**src/rtl/mips_multicycle_ctrl_pkg.sv**
```systemverilog
// Shared encodings for the multicycle MIPS control FSM: opcodes, state codes
// and datapath mux-select values.
package mips_multicycle_ctrl_pkg;

   localparam logic [5:0] OP_RTYPE = 6'h00;
   localparam logic [5:0] OP_LW    = 6'h23;
   localparam logic [5:0] OP_SW    = 6'h2B;
   localparam logic [5:0] OP_BEQ   = 6'h04;
   localparam logic [5:0] OP_J     = 6'h02;
   localparam logic [5:0] OP_ADDI  = 6'h08;

   localparam logic [3:0] S_FETCH     = 4'd0;
   localparam logic [3:0] S_DECODE    = 4'd1;
   localparam logic [3:0] S_MEM_ADDR  = 4'd2;
   localparam logic [3:0] S_MEM_READ  = 4'd3;
   localparam logic [3:0] S_MEM_WB    = 4'd4;
   localparam logic [3:0] S_MEM_WRITE = 4'd5;
   localparam logic [3:0] S_R_EXEC    = 4'd6;
   localparam logic [3:0] S_R_WB      = 4'd7;
   localparam logic [3:0] S_I_EXEC    = 4'd8;
   localparam logic [3:0] S_I_WB      = 4'd9;
   localparam logic [3:0] S_BRANCH    = 4'd10;
   localparam logic [3:0] S_JUMP      = 4'd11;

   localparam logic [1:0] ALU_OP_ADD   = 2'd0;
   localparam logic [1:0] ALU_OP_SUB   = 2'd1;
   localparam logic [1:0] ALU_OP_FUNCT = 2'd2;

   localparam logic [1:0] SRCB_B       = 2'd0;
   localparam logic [1:0] SRCB_FOUR    = 2'd1;
   localparam logic [1:0] SRCB_IMM     = 2'd2;
   localparam logic [1:0] SRCB_IMM_SH2 = 2'd3;

   localparam logic [1:0] PCSRC_ALU    = 2'd0;
   localparam logic [1:0] PCSRC_ALUOUT = 2'd1;
   localparam logic [1:0] PCSRC_JUMP   = 2'd2;

   // States that hold a memory access open and therefore run the wait counter.
   function automatic logic is_wait_state(input logic [3:0] s);
      return (s == S_FETCH) || (s == S_MEM_READ) || (s == S_MEM_WRITE);
   endfunction

endpackage

```
**src/rtl/mips_multicycle_ctrl_mem_wait_timer.sv**
```systemverilog
// Counts cycles spent waiting on mem_ready and flags an abort once the
// count has reached TIMEOUT with the access still outstanding.
module mem_wait_timer #(
   parameter int TIMEOUT = 16,
   parameter int CNT_W   = 5
) (
   input  logic clk,
   input  logic reset,
   input  logic clear,
   input  logic waiting,
   input  logic ready,
   output logic timeout
);

   logic [CNT_W-1:0] cnt_r;
   logic             at_limit_s;

   assign at_limit_s = (cnt_r == CNT_W'(TIMEOUT));
   // Ready arriving on the limit cycle wins, so the abort needs ready low.
   assign timeout    = waiting & ~ready & at_limit_s;

   // Wait counter: saturates at TIMEOUT, cleared on every state entry.
   always_ff @(posedge clk or posedge reset) begin
      if (reset) begin
         cnt_r <= '0;
      end else if (clear) begin
         cnt_r <= '0;
      end else if (waiting && !ready && !at_limit_s) begin
         cnt_r <= cnt_r + CNT_W'(1);
      end else begin
         cnt_r <= cnt_r;
      end
   end

endmodule

```
**src/rtl/mips_multicycle_ctrl.sv**
```systemverilog
// Moore control FSM for the multicycle MIPS datapath with memory-ready
// stalls and a timeout abort on stuck accesses.
module mips_multicycle_ctrl
   import mips_multicycle_ctrl_pkg::*;
#(
   parameter int TIMEOUT = 16,
   parameter int CNT_W   = 5
) (
   input  logic       clk,
   input  logic       reset,
   input  logic [5:0] opcode,
   input  logic       zero,
   input  logic       mem_ready,
   output logic       pc_en,
   output logic       iord,
   output logic       mem_read,
   output logic       mem_write,
   output logic       ir_write,
   output logic       reg_dst,
   output logic       mem_to_reg,
   output logic       reg_write,
   output logic       alu_src_a,
   output logic [1:0] alu_src_b,
   output logic [1:0] alu_op,
   output logic [1:0] pc_source,
   output logic       illegal_op,
   output logic       mem_err
);

   logic [3:0] state_r;
   logic [3:0] next_state_s;
   logic       timeout_s;
   logic       clear_s;
   logic       pc_write_s;
   logic       pc_write_cond_s;

   // Any state change restarts the count; an abort from FETCH stays in FETCH.
   assign clear_s = (next_state_s != state_r) | timeout_s;

   mem_wait_timer #(.TIMEOUT(TIMEOUT), .CNT_W(CNT_W)) u_timer (
      .clk     (clk),
      .reset   (reset),
      .clear   (clear_s),
      .waiting (is_wait_state(state_r)),
      .ready   (mem_ready),
      .timeout (timeout_s)
   );

   // State register.
   always_ff @(posedge clk or posedge reset) begin
      if (reset) begin
         state_r <= S_FETCH;
      end else begin
         state_r <= next_state_s;
      end
   end

   // Next-state logic; unused encodings fall back to FETCH.
   always_comb begin
      next_state_s = S_FETCH;
      case (state_r)
         S_FETCH:     next_state_s = (mem_ready && !timeout_s) ? S_DECODE : S_FETCH;
         S_DECODE: begin
            case (opcode)
               OP_RTYPE:     next_state_s = S_R_EXEC;
               OP_LW, OP_SW: next_state_s = S_MEM_ADDR;
               OP_BEQ:       next_state_s = S_BRANCH;
               OP_J:         next_state_s = S_JUMP;
               OP_ADDI:      next_state_s = S_I_EXEC;
               default:      next_state_s = S_FETCH;
            endcase
         end
         S_MEM_ADDR:  next_state_s = (opcode == OP_SW) ? S_MEM_WRITE : S_MEM_READ;
         S_MEM_READ: begin
            if (timeout_s)      next_state_s = S_FETCH;
            else if (mem_ready) next_state_s = S_MEM_WB;
            else                next_state_s = S_MEM_READ;
         end
         S_MEM_WRITE: next_state_s = (mem_ready || timeout_s) ? S_FETCH : S_MEM_WRITE;
         S_R_EXEC:    next_state_s = S_R_WB;
         S_I_EXEC:    next_state_s = S_I_WB;
         default:     next_state_s = S_FETCH;
      endcase
   end

   // Output decode; reset and a timeout abort both force every strobe low.
   always_comb begin
      pc_write_s      = 1'b0;
      pc_write_cond_s = 1'b0;
      iord            = 1'b0;
      mem_read        = 1'b0;
      mem_write       = 1'b0;
      ir_write        = 1'b0;
      reg_dst         = 1'b0;
      mem_to_reg      = 1'b0;
      reg_write       = 1'b0;
      alu_src_a       = 1'b0;
      alu_src_b       = SRCB_B;
      alu_op          = ALU_OP_ADD;
      pc_source       = PCSRC_ALU;
      illegal_op      = 1'b0;
      mem_err         = 1'b0;
      if (!reset && timeout_s) begin
         mem_err = 1'b1;
      end else if (!reset) begin
         case (state_r)
            S_FETCH: begin
               mem_read   = 1'b1;
               alu_src_b  = SRCB_FOUR;
               ir_write   = mem_ready;
               pc_write_s = mem_ready;
            end
            S_DECODE: begin
               alu_src_b = SRCB_IMM_SH2;
               case (opcode)
                  OP_RTYPE, OP_LW, OP_SW, OP_BEQ, OP_J, OP_ADDI: illegal_op = 1'b0;
                  default:                                       illegal_op = 1'b1;
               endcase
            end
            S_MEM_ADDR, S_I_EXEC: begin
               alu_src_a = 1'b1;
               alu_src_b = SRCB_IMM;
            end
            S_MEM_READ: begin
               mem_read = 1'b1;
               iord     = 1'b1;
            end
            S_MEM_WB: begin
               reg_write  = 1'b1;
               mem_to_reg = 1'b1;
            end
            S_MEM_WRITE: begin
               mem_write = 1'b1;
               iord      = 1'b1;
            end
            S_R_EXEC: begin
               alu_src_a = 1'b1;
               alu_op    = ALU_OP_FUNCT;
            end
            S_R_WB: begin
               reg_write = 1'b1;
               reg_dst   = 1'b1;
            end
            S_I_WB:      reg_write = 1'b1;
            S_BRANCH: begin
               alu_src_a       = 1'b1;
               alu_op          = ALU_OP_SUB;
               pc_source       = PCSRC_ALUOUT;
               pc_write_cond_s = 1'b1;
            end
            S_JUMP: begin
               pc_source  = PCSRC_JUMP;
               pc_write_s = 1'b1;
            end
            default: mem_err = 1'b0;
         endcase
      end else begin
         mem_err = 1'b0;
      end
      pc_en = pc_write_s | (pc_write_cond_s & zero);
   end

endmodule

```
**config.mk**
```make
export PLATFORM = sky130hd
export DESIGN_NAME = mips_multicycle_ctrl
export DESIGN_NICKNAME = d
export VERILOG_FILES = /design/src/rtl/mips_multicycle_ctrl_pkg.sv /design/src/rtl/mips_multicycle_ctrl_mem_wait_timer.sv /design/src/rtl/mips_multicycle_ctrl.sv
export SDC_FILE = /design/constraint.sdc
export NUM_CORES = 1
export LEC_CHECK = 0
export CELL_PAD_IN_SITES_DETAIL_PLACEMENT = 0
export CELL_PAD_IN_SITES_GLOBAL_PLACEMENT = 1
export CORE_ASPECT_RATIO = 0.75
export CORE_UTILIZATION = 32
export CTS_CLUSTER_DIAMETER = 200
export DETAILED_ROUTE_END_ITERATION = 6
export GPL_TIMING_DRIVEN = 0
export PLACE_DENSITY_LB_ADDON = 0.1
export RECOVER_POWER = 25
export SLEW_MARGIN = 20
export SYNTH_ARGS = -nofsm -noshare
export SYNTH_HDL_FRONTEND = slang
export SYNTH_SLANG_ARGS = --single-unit
```
**constraint.sdc**
```tcl
create_clock -name clk -period 1.81 [get_ports clk]
set_input_delay 0.181 -clock clk [delete_from_list [all_inputs] [get_ports clk]]
set_output_delay 0.181 -clock clk [all_outputs]
set_load 0.01 [all_outputs]
```
After elaboration in Yosys (flattened, before gate mapping)
Cells that the tools add are included.

$add $sub $neg: 1. Eq/ne operators: 18. Mux-type cells: 53. Bitwise operators: 6. Reduce and logical (&&, ||, !) cells: 21.

Operators by type and width (count): 1-bit 2-to-1 mux (35); 4-bit one-hot mux with 7 select lines (1); 4-bit one-hot mux with 5 select lines (1); 4-bit by 3-bit equality test with 1-bit output (second input constant) (4); 4-bit equality test (second input constant) (4); 6-bit equality test (second input constant) (2); 2-bit 2-to-1 mux (6); 3-bit 2-to-1 mux (4); 5-bit 2-to-1 mux (2); 4-bit by 2-bit equality test with 1-bit output (second input constant) (2); 2-bit one-hot mux with 2 select lines (2); 2-bit OR reduction (4); 6-bit by 2-bit equality test with 1-bit output (second input constant) (1); 6-bit by 3-bit equality test with 1-bit output (second input constant) (1); 6-bit by 4-bit equality test with 1-bit output (second input constant) (1); 6-bit zero test (1); 2-bit one-hot mux with 3 select lines (1); 6-bit OR reduction (1); 5-bit by 1-bit adder with 5-bit output (second input constant) (1); 5-bit equality test (second input constant) (1); 4-bit by 1-bit equality test with 1-bit output (second input constant) (1); 1-bit logical AND (4); 1-bit zero test (4); 4-bit zero test (1); other kinds (9) (14).

Bits in registers: 9. Output and inout bits: 17. Logic and storage cells: 101.

Depth between registers and ports, before layout
Gate-level depths: netlist of the first run.

Word-level depth: 12. Gate-level depth with buffers: 6. Gate-level depth less buffers: 6.

Hierarchy
A second synthesis of the first run with hierarchy kept.

Cells, all modules: 130. Area total of the unflattened synthesis: 1072.3 µm².

By module, submodules not included: mips_multicycle_ctrl (times used 1, cells each 98, area each 728.2 µm²); mem_wait_timer (times used 1, cells each 32, area each 344.1 µm²).

Least setup slack after synthesis of the first run
OpenSTA, ideal clock, no wires.

Kind: register -> output. Start: register u_timer.cnt_r[0]. End: output alu_src_b[0]. Data arrival time: 1.368 ns. Data required time: 1.629 ns. Path slack: 0.261 ns. Stages on the path, launching flop included: 6. Path through: dfrtp_1 -> inv_1 -> ha_1 -> and4bb_2 -> and4bb_4 -> nor4_1.

Cells in the longest elaborated chain, start to end: 4.

RTL lines: start, declared (line mips_multicycle_ctrl_mem_wait_timer.sv:15) `logic [CNT_W-1:0] cnt_r;`; start signal, assigned (line mips_multicycle_ctrl_mem_wait_timer.sv:29) `cnt_r <= cnt_r + CNT_W'(1);`; start signal, assigned (line mips_multicycle_ctrl_mem_wait_timer.sv:31) `cnt_r <= cnt_r;`; 5-bit equality test (line mips_multicycle_ctrl_mem_wait_timer.sv:18) `assign at_limit_s = (cnt_r == CNT_W'(TIMEOUT));`; 1-bit bitwise AND (line mips_multicycle_ctrl_mem_wait_timer.sv:20) `assign timeout = waiting & ~ready & at_limit_s;`; 1-bit logical AND (line mips_multicycle_ctrl.sv:103) `if (!reset && timeout_s) begin`; 2-bit 2-to-1 mux (line mips_multicycle_ctrl.sv:103); end, declared (line mips_multicycle_ctrl.sv:23) `output logic [1:0] alu_src_b,`.

No other way between the ends.

Worst setup path in the final report of the first run
Start: register u_timer.cnt_r[1]. End: output mem_write.

Cells in the longest elaborated chain, start to end: 4.

RTL lines: 5-bit equality test (line mips_multicycle_ctrl_mem_wait_timer.sv:18); 1-bit bitwise AND (line mips_multicycle_ctrl_mem_wait_timer.sv:20); 1-bit logical AND (line mips_multicycle_ctrl.sv:103); 1-bit 2-to-1 mux (line mips_multicycle_ctrl.sv:103); end, declared (line mips_multicycle_ctrl.sv:17) `output logic mem_write,`.

No other way between the ends.

==> results of run 1 <==
==> state kept, by name, indices dropped and copies added, names as in the netlist <==
register / count
state_r: 4
u_timer.cnt_r: 5
==> cell usage in the layout, fill, tap and decap left out, types with 5 or more instances in the layout <==
| cell type | Yosys | final |
|---|---|---|
| nor2_1 | 16 | 14 |
| nor3_1 | 7 | 5 |
| buf_2 | 6 | 9 |
| nand2_1 | 7 | 7 |
| o21ai_0 | 8 | 8 |
| clkbuf_2 | 1 | 5 |
| xor2_1 | 6 | 5 |
| buf_4 | 0 | 13 |
| dfrtp_1 | 9 | 8 |
| clkdlybuf4s50_1 | 0 | 6 |
| buf_6 | 0 | 6 |
==> where the power goes <==
| group | internal (µW) | switching [µW] |
|---|---|---|
| Sequential | 245 | 37.5 |
| Combinational | 447 | 463 |
| Clock | 84.7 | 71.7 |
==> routing by layer <==
layer / track usage [%] / routed length [µm] / vias to the layer above
met5: 0 / 0 / -
met4: 1.33 / 0 / 0
met1: 29.5 / 1330 / 459
met2: 28.0 / 1130 / 44
met3: 5.06 / 157 / 0
li1: - / - / 491
==> final cells by class <==
| cell class | instances | area share, % |
|---|---|---|
| Buffer | 8 | 4.67 |
| Clock buffer | 4 | 2.00 |
| Inverter | 7 | 2.57 |
| Multi-Input combinational cell | 88 | 48.3 |
| Sequential cell | 9 | 17.3 |
| Tap cell | 34 | 3.24 |
| Timing Repair Buffer | 37 | 21.9 |
==> synth_stat cells, drive strengths merged (2+ instances only) <==
| cell | instances | area [µm²] |
|---|---|---|
| o21ai | 9 | 45.0 |
| nor4 | 5 | 31.3 |
| nor2b | 4 | 25.0 |
| buf | 6 | 30.0 |
| nor2 | 16 | 60.1 |
| and4bb | 2 | 28.8 |
| a31oi | 3 | 18.8 |
| a21oi | 2 | 10.0 |
| nand2 | 7 | 26.3 |
| inv | 7 | 26.3 |
| nand3 | 5 | 25.0 |
| clkbuf | 2 | 8.75 |
| a211o | 2 | 17.5 |
| and3 | 4 | 25.0 |
| xor2 | 6 | 52.6 |
| ha | 2 | 25.0 |
| dfrtp | 9 | 225 |
| nor3 | 7 | 35.0 |
==> what timing repair did <==
item	CTS	global route
setup buffers	6	8
pin swaps	2	3
endpoints found under the setup margin	17	12
resized for setup	64	24
==> worst min path at each step <==
| stage | cells after the start | endpoint | startpoint | slack (ns) |
|---|---|---|---|---|
| final | 2 | u_timer.cnt_r[0]$_DFFE_PP0P_ | reset | 0.04 |
| after global routing | 2 | u_timer.cnt_r[1]$_DFFE_PP0P_ | reset | 0.07 |
| after CTS | 2 | u_timer.cnt_r[0]$_DFFE_PP0P_ | reset | 0.04 |
| after detailed placement | 2 | u_timer.cnt_r[0]$_DFFE_PP0P_ | reset | 0.31 |
| after global placement | 2 | u_timer.cnt_r[0]$_DFFE_PP0P_ | reset | 0.30 |
| after floorplan | 2 | state_r[0]$_DFF_PP0_ | reset | 0.21 |
==> logic make-up after synthesis <==
kind of cell,after synthesis
AO/OA/AOI/OAI,24
buffers and inverters,15
AND/OR/NAND/NOR,55
flip-flops,9
XOR/XNOR,7
adder cells (fa/ha/maj),2
==> worst register-to-register path, stage by stage (launching register included) <==
cell	delay, ns
dfrtp_1	0.39
inv_2	0.05
ha_2	0.15
and4bb_2	0.23
nor2_1	0.08
a22o_1	0.22
a211o_1	0.29
==> per-stage QoR <==
step / setup WS, ns / TNS [ns]
after CTS: -0.175 / -0.365
after floorplan: 0.261 / 0
final: -0.113 / -0.272
after detailed placement: -0.294 / -1.69
after global placement: -0.277 / -1.56
after global routing: -0.194 / -0.751
==> impl_metrics.csv, run 1 <==
group,metric,value,unit
final_layout,multi_input_area,634,µm²
flow_run,cap_violations,0,
sta,setup_ws,-0.113,ns
clock_tree,clk_path_buf_depth,2,
synth,synth_compound_area_share,18.9,%
clock_tree,root_buffer,"clkbuf_4",
final_layout,n_antenna_cell,0,
routing,vias_per_cell,5.32,
synth,synth_area,846,µm²
die,fp-row-count,15,
synth,synth_nets,124,
clock_tree,cts_buffers,3,
synth,synthFlopType,"dfrtp_1",
final_layout,fin_nets,166,
critical_path,crit_path_end_kind,"output pin",
global_route,grt_max_degree,13,
clock_tree,ctsHtreeMaxLevel,1,
worst_hold_path,hold_class,"in -> async",
placed_design,placed_area,1120,µm²
routing,drc_errors,0,
synth,ys_seq_area_share,26.6,%
synth,synthArstFlopShare,100,%
routing,drtIter0Drc,56,
sta,finalCriticalPeriod,1.92,ns
power_and_ir_drop,power,1350,µW
die,die_w,61.4,µm
die,start_util,35.2,%
critical_path,crit_cells,7,
routing,ant_nets,0,
die,die_y,46.5,µm
critical_path,endpoint,"mem_write",
outcome,status,"finished, violations left",
routing,wl,2620,µm
global_route,grt_pass1_wl,4010,µm
critical_path,crit_family,"simple AND/OR/NAND/NOR gates",
final_layout,synthToLayoutAreaGrowth,55.2,%
synth,synth_warnings,0,
synth,synthMuxAreaShare,0,%
outcome,violations,"negative setup slack",
final_layout,finish.utilization,54.6,%
clock_tree,clkSinkCount,9,
clock_tree,clock_latency,0.26,ns
placed_design,hpwl,1770,µm
power_and_ir_drop,total_leakage_power,0.000625,µW
critical_path,r2r_cells,6,
critical_path,path_max_fanout,4,
sta,drv_slew,0,
power_and_ir_drop,vdd_drop_max,0.621,mV
sta,hold_slack,0.0434,ns
critical_path,r2r_start,"u_timer.cnt_r[1]$_DFFE_PP0P_",
placed_design,dp.cells,169,
sta,fin_worst_skew,0.0144,ns
sta,setup_viol,5,
synth,yosys.area_share.adder,2.96,%
final_layout,stdcell_count,187,
final_layout,design_area,1310,µm²
final_layout,n_fill_cell,263,
synth,synthXorXnorAreaFrac,7.25,%
critical_path,critical_path.max_stage_delay,0.36,ns
global_route,grt_overflow,0,
synth,ys_ff_latch,9,
critical_path,worstPathCellList,"inv_2 > ha_2 > and4bb_2 > and4bb_4 > buf_6 > nor4b_4 > buf_2",
global_route,grt_pass1_vias,868,
sta,fin_crit_sh,106,%
clock_tree,clk_pin_slew,0.07,ns
critical_path,critPathBufInv,3,
clock_tree,holdBufCountCts,0,
critical_path,cp.arrival,1.74,ns
synth,syn-mean-instance-area,7.55,µm²
die,dieArea,2860,µm²
critical_path,r2r_slack,0.27,ns
critical_path,crit_path_start_kind,"register",
synth,synth_top_family_by_area,"simple AND/OR/NAND/NOR gates",
routing,avgRoutedWirePerCell,14.0,µm
sta,max_freq,520,MHz
synth,yosys.area_share.simple,36.5,%
power_and_ir_drop,powerDensity,1030,nW/µm²
synth,synth_enable_flop_cells,0,
placed_design,io_buffers,23,
sta,hold_viol,0,
clock_tree,cts_tree,"built",
placed_design,gp_routability_congestion,0.866,
sta,worst_pin_slew,0.474,ns
critical_path,required,1.63,ns
routing,dr_total_vias,994,
final_layout,register_area,226,µm²
critical_path,r2r-end,"state_r[2]$_DFF_PP0_",
sta,rsz0062_at_grt,"yes",
global_route,grtUsageTotal,19.3,%
synth,synthCells,112,
critical_path,cp_slowest_cell,"dfrtp_1",
global_route,antenna_found_initial,0,
synth,synth.distinct_cells,35,
final_layout,drive_gt1_share,37.3,%
sta,relSlewSlack,68.4,%
die,core_area,2400,µm²
critical_path,critical_path_class,"reg -> out",
die,io_pins,27,
critical_path,critPathLaunch,"u_timer.cnt_r[1]$_DFFE_PP0P_",
routing,dr.pass1.iters,4,
No activity file was read; power rests on OpenSTA's default activity.
==> inputs of run 2 (changes only) <==
--- a/config.mk
+++ b/config.mk
@@ -14,6 +14,7 @@
 export GPL_TIMING_DRIVEN = 0
 export PLACE_DENSITY_LB_ADDON = 0.1
 export RECOVER_POWER = 25
+export SKIP_CTS_REPAIR_TIMING = 1
 export SLEW_MARGIN = 20
 export SYNTH_ARGS = -nofsm -noshare
 export SYNTH_HDL_FRONTEND = slang
==> impl_metrics.csv, run 2 (synthesis results as in run 1) <==
group,metric,value,unit
global_route,antenna_found_initial,0,
routing,wl,2370,µm
clock_tree,clk_path_buf_depth,2,
power_and_ir_drop,power,1210,µW
routing,met1_length,1220,µm
clock_tree,clk_pin_slew,0.06,ns
sta,setup_ws,-0.258,ns
outcome,violations,"negative setup slack",
global_route,grt_max_degree,13,
final_layout,reg.largest.list,"u_timer.cnt_r: 5 flops, state_r: 4 flops",
final_layout,synthToLayoutAreaGrowth,53.8,%
critical_path,r2r_slack,0.23,ns
routing,drc_errors,0,
critical_path,cp.arrival,1.89,ns
final_layout,largest_reg_flops,5,
placed_design,io_buffers,23,
critical_path,r2r-end,"state_r[2]$_DFF_PP0_",
placed_design,placed_area,1120,µm²
sta,setup_viol,5,
critical_path,r2r_cells,6,
global_route,grtUsageTotal,18.3,%
clock_tree,clkSinkCount,9,
final_layout,multi_input_area,604,µm²
flow_run,cap_violations,0,
power_and_ir_drop,total_leakage_power,0.000771,µW
clock_tree,cts_buffers,3,
die,io_pins,27,
sta,hold_viol,0,
placed_design,post-place-ws,-0.294,ns
routing,ant_nets,0,
placed_design,gp_routability_congestion,0.866,
sta,relSlewSlack,69.4,%
clock_tree,ctsHtreeMaxLevel,1,
critical_path,cp_slowest_cell,"dfrtp_1",
final_layout,layout_common_cells,"14 x nor2_1, 13 x dlymetal6s2s_1, 8 x o21ai_0, 8 x dfrtp_1, 7 x nand2_1",
critical_path,required,1.63,ns
clock_tree,root_buffer,"clkbuf_4",
final_layout,register_area,226,µm²
outcome,status,"finished, violations left",
die,dieArea,2860,µm²
sta,drv_slew,0,
die,core_area,2400,µm²
final_layout,layout_commonest_cell,"nor2_1",
final_layout,n_antenna_cell,0,
critical_path,crit_path_start_kind,"register",
critical_path,path_max_fanout,4,
final_layout,regMostFlops,"u_timer.cnt_r",
routing,routed-wl-met2,973,µm
global_route,grt_pass1_vias,835,
final_layout,drive_gt1_share,24.8,%
routing,topRoutingLayerUsed,"met4",
critical_path,crit_path_end_kind,"output pin",
die,fp-row-count,15,
sta,rsz0062_at_grt,"yes",
routing,dr_wl_met3,174,µm
sta,finalCriticalPeriod,2.07,ns
critical_path,critical_path_class,"reg -> out",
power_and_ir_drop,vdd_drop_max,0.580,mV
clock_tree,cts_tree,"built",
die,start_util,35.2,%
power_and_ir_drop,powerDensity,929,nW/µm²
clock_tree,clock_latency,0.26,ns
die,die_w,61.4,µm
sta,max_freq,484,MHz
placed_design,hpwl,1770,µm
final_layout,finish.utilization,54.2,%
final_layout,fin_nets,158,
routing,dr_total_vias,935,
routing,avgRoutedWirePerCell,13.3,µm
sta,worst_pin_slew,0.459,ns
sta,fin_crit_sh,114,%
final_layout,n_fill_cell,262,
sta,fin_worst_skew,0.00838,ns
routing,vias_per_cell,5.22,
routing,drtIter0Drc,39,
critical_path,critical_path.max_stage_delay,0.40,ns
routing,dr.pass1.iters,4,
worst_hold_path,hold_class,"in -> async",
final_layout,design_area,1300,µm²
critical_path,worstPathCellList,"inv_1 > ha_1 > and4bb_2 > and4bb_4 > buf_4 > nor4_1 > dlymetal6s2s_1",
critical_path,r2r_start,"u_timer.cnt_r[0]$_DFFE_PP0P_",
global_route,grt_pass1_wl,3820,µm
global_route,grt_overflow,0,
die,die_y,46.5,µm
-- run 2: changes by cell type in the layout (fill, tap and decap cells not counted), moves of 2 or more --
cell            before  now
dlymetal6s2s_1       0   13
buf_4               13    4
buf_2                9    4
dlygate4sd2_1        4    0
buf_6                6    4
clkbuf_2             5    3
clkbuf_4             3    5
nor4_1               3    5
nor4_2               2    0
-- run 2: how the worst max path moves through the flow --
stage                    to  cells past startpoint                    startpoint
6_report       alu_src_b[0]                      7  u_timer.cnt_r[0]$_DFFE_PP0P_
5_1_grt        alu_src_b[0]                      7  u_timer.cnt_r[0]$_DFFE_PP0P_
4_1_cts           mem_write                      6          state_r[0]$_DFF_PP0_
3_5_place_dp      mem_write                      5          state_r[1]$_DFF_PP0_
3_3_place_gp      mem_write                      6          state_r[0]$_DFF_PP0_
2_1_floorplan  alu_src_b[0]                      5  u_timer.cnt_r[0]$_DFFE_PP0P_
-- run 2: metal layers --
metal | track usage [%] | up-vias
met3 | 5.62 | 2
met5 | 0 | -
li1 | - | 473
met1 | 29.1 | 422
met4 | 1.33 | 0
met2 | 24.3 | 38
-- run 2: final cells by class --
class                           instances  area share (%)
Multi-Input combinational cell         88            46.4
Timing Repair Buffer                   29            23.8
Sequential cell                         9            17.4
Buffer                                  8            4.42
Tap cell                               34            3.27
Inverter                                7            2.60
Clock buffer                            4            2.02
-- run 2: power breakdown --
group          switching (µW)  leakage, µW  internal, µW
combinational             406     0.000635           372
sequential               35.1     0.000121           245
clock                    66.1    0.0000150          84.7
-- run 2: worst max-delay path: cells and delay by family, from the launching register on --
kind                       cells  cell delay [ns]
DFF                            1             0.40
and+or+nand+nor                3             0.62
adders and majority gates      1             0.19
buffers and inverters          3             0.42
-- run 2: metrics by stage --
stage,hold slack [ns],setup TNS [ns],std cells
after global routing,0.0489,-1.23,179
after detailed placement,0.307,-1.69,169
after floorplan,0.211,0,112
final,0.0298,-0.843,179
after CTS,0.0214,-6.24,173
after global placement,0.298,-1.56,169
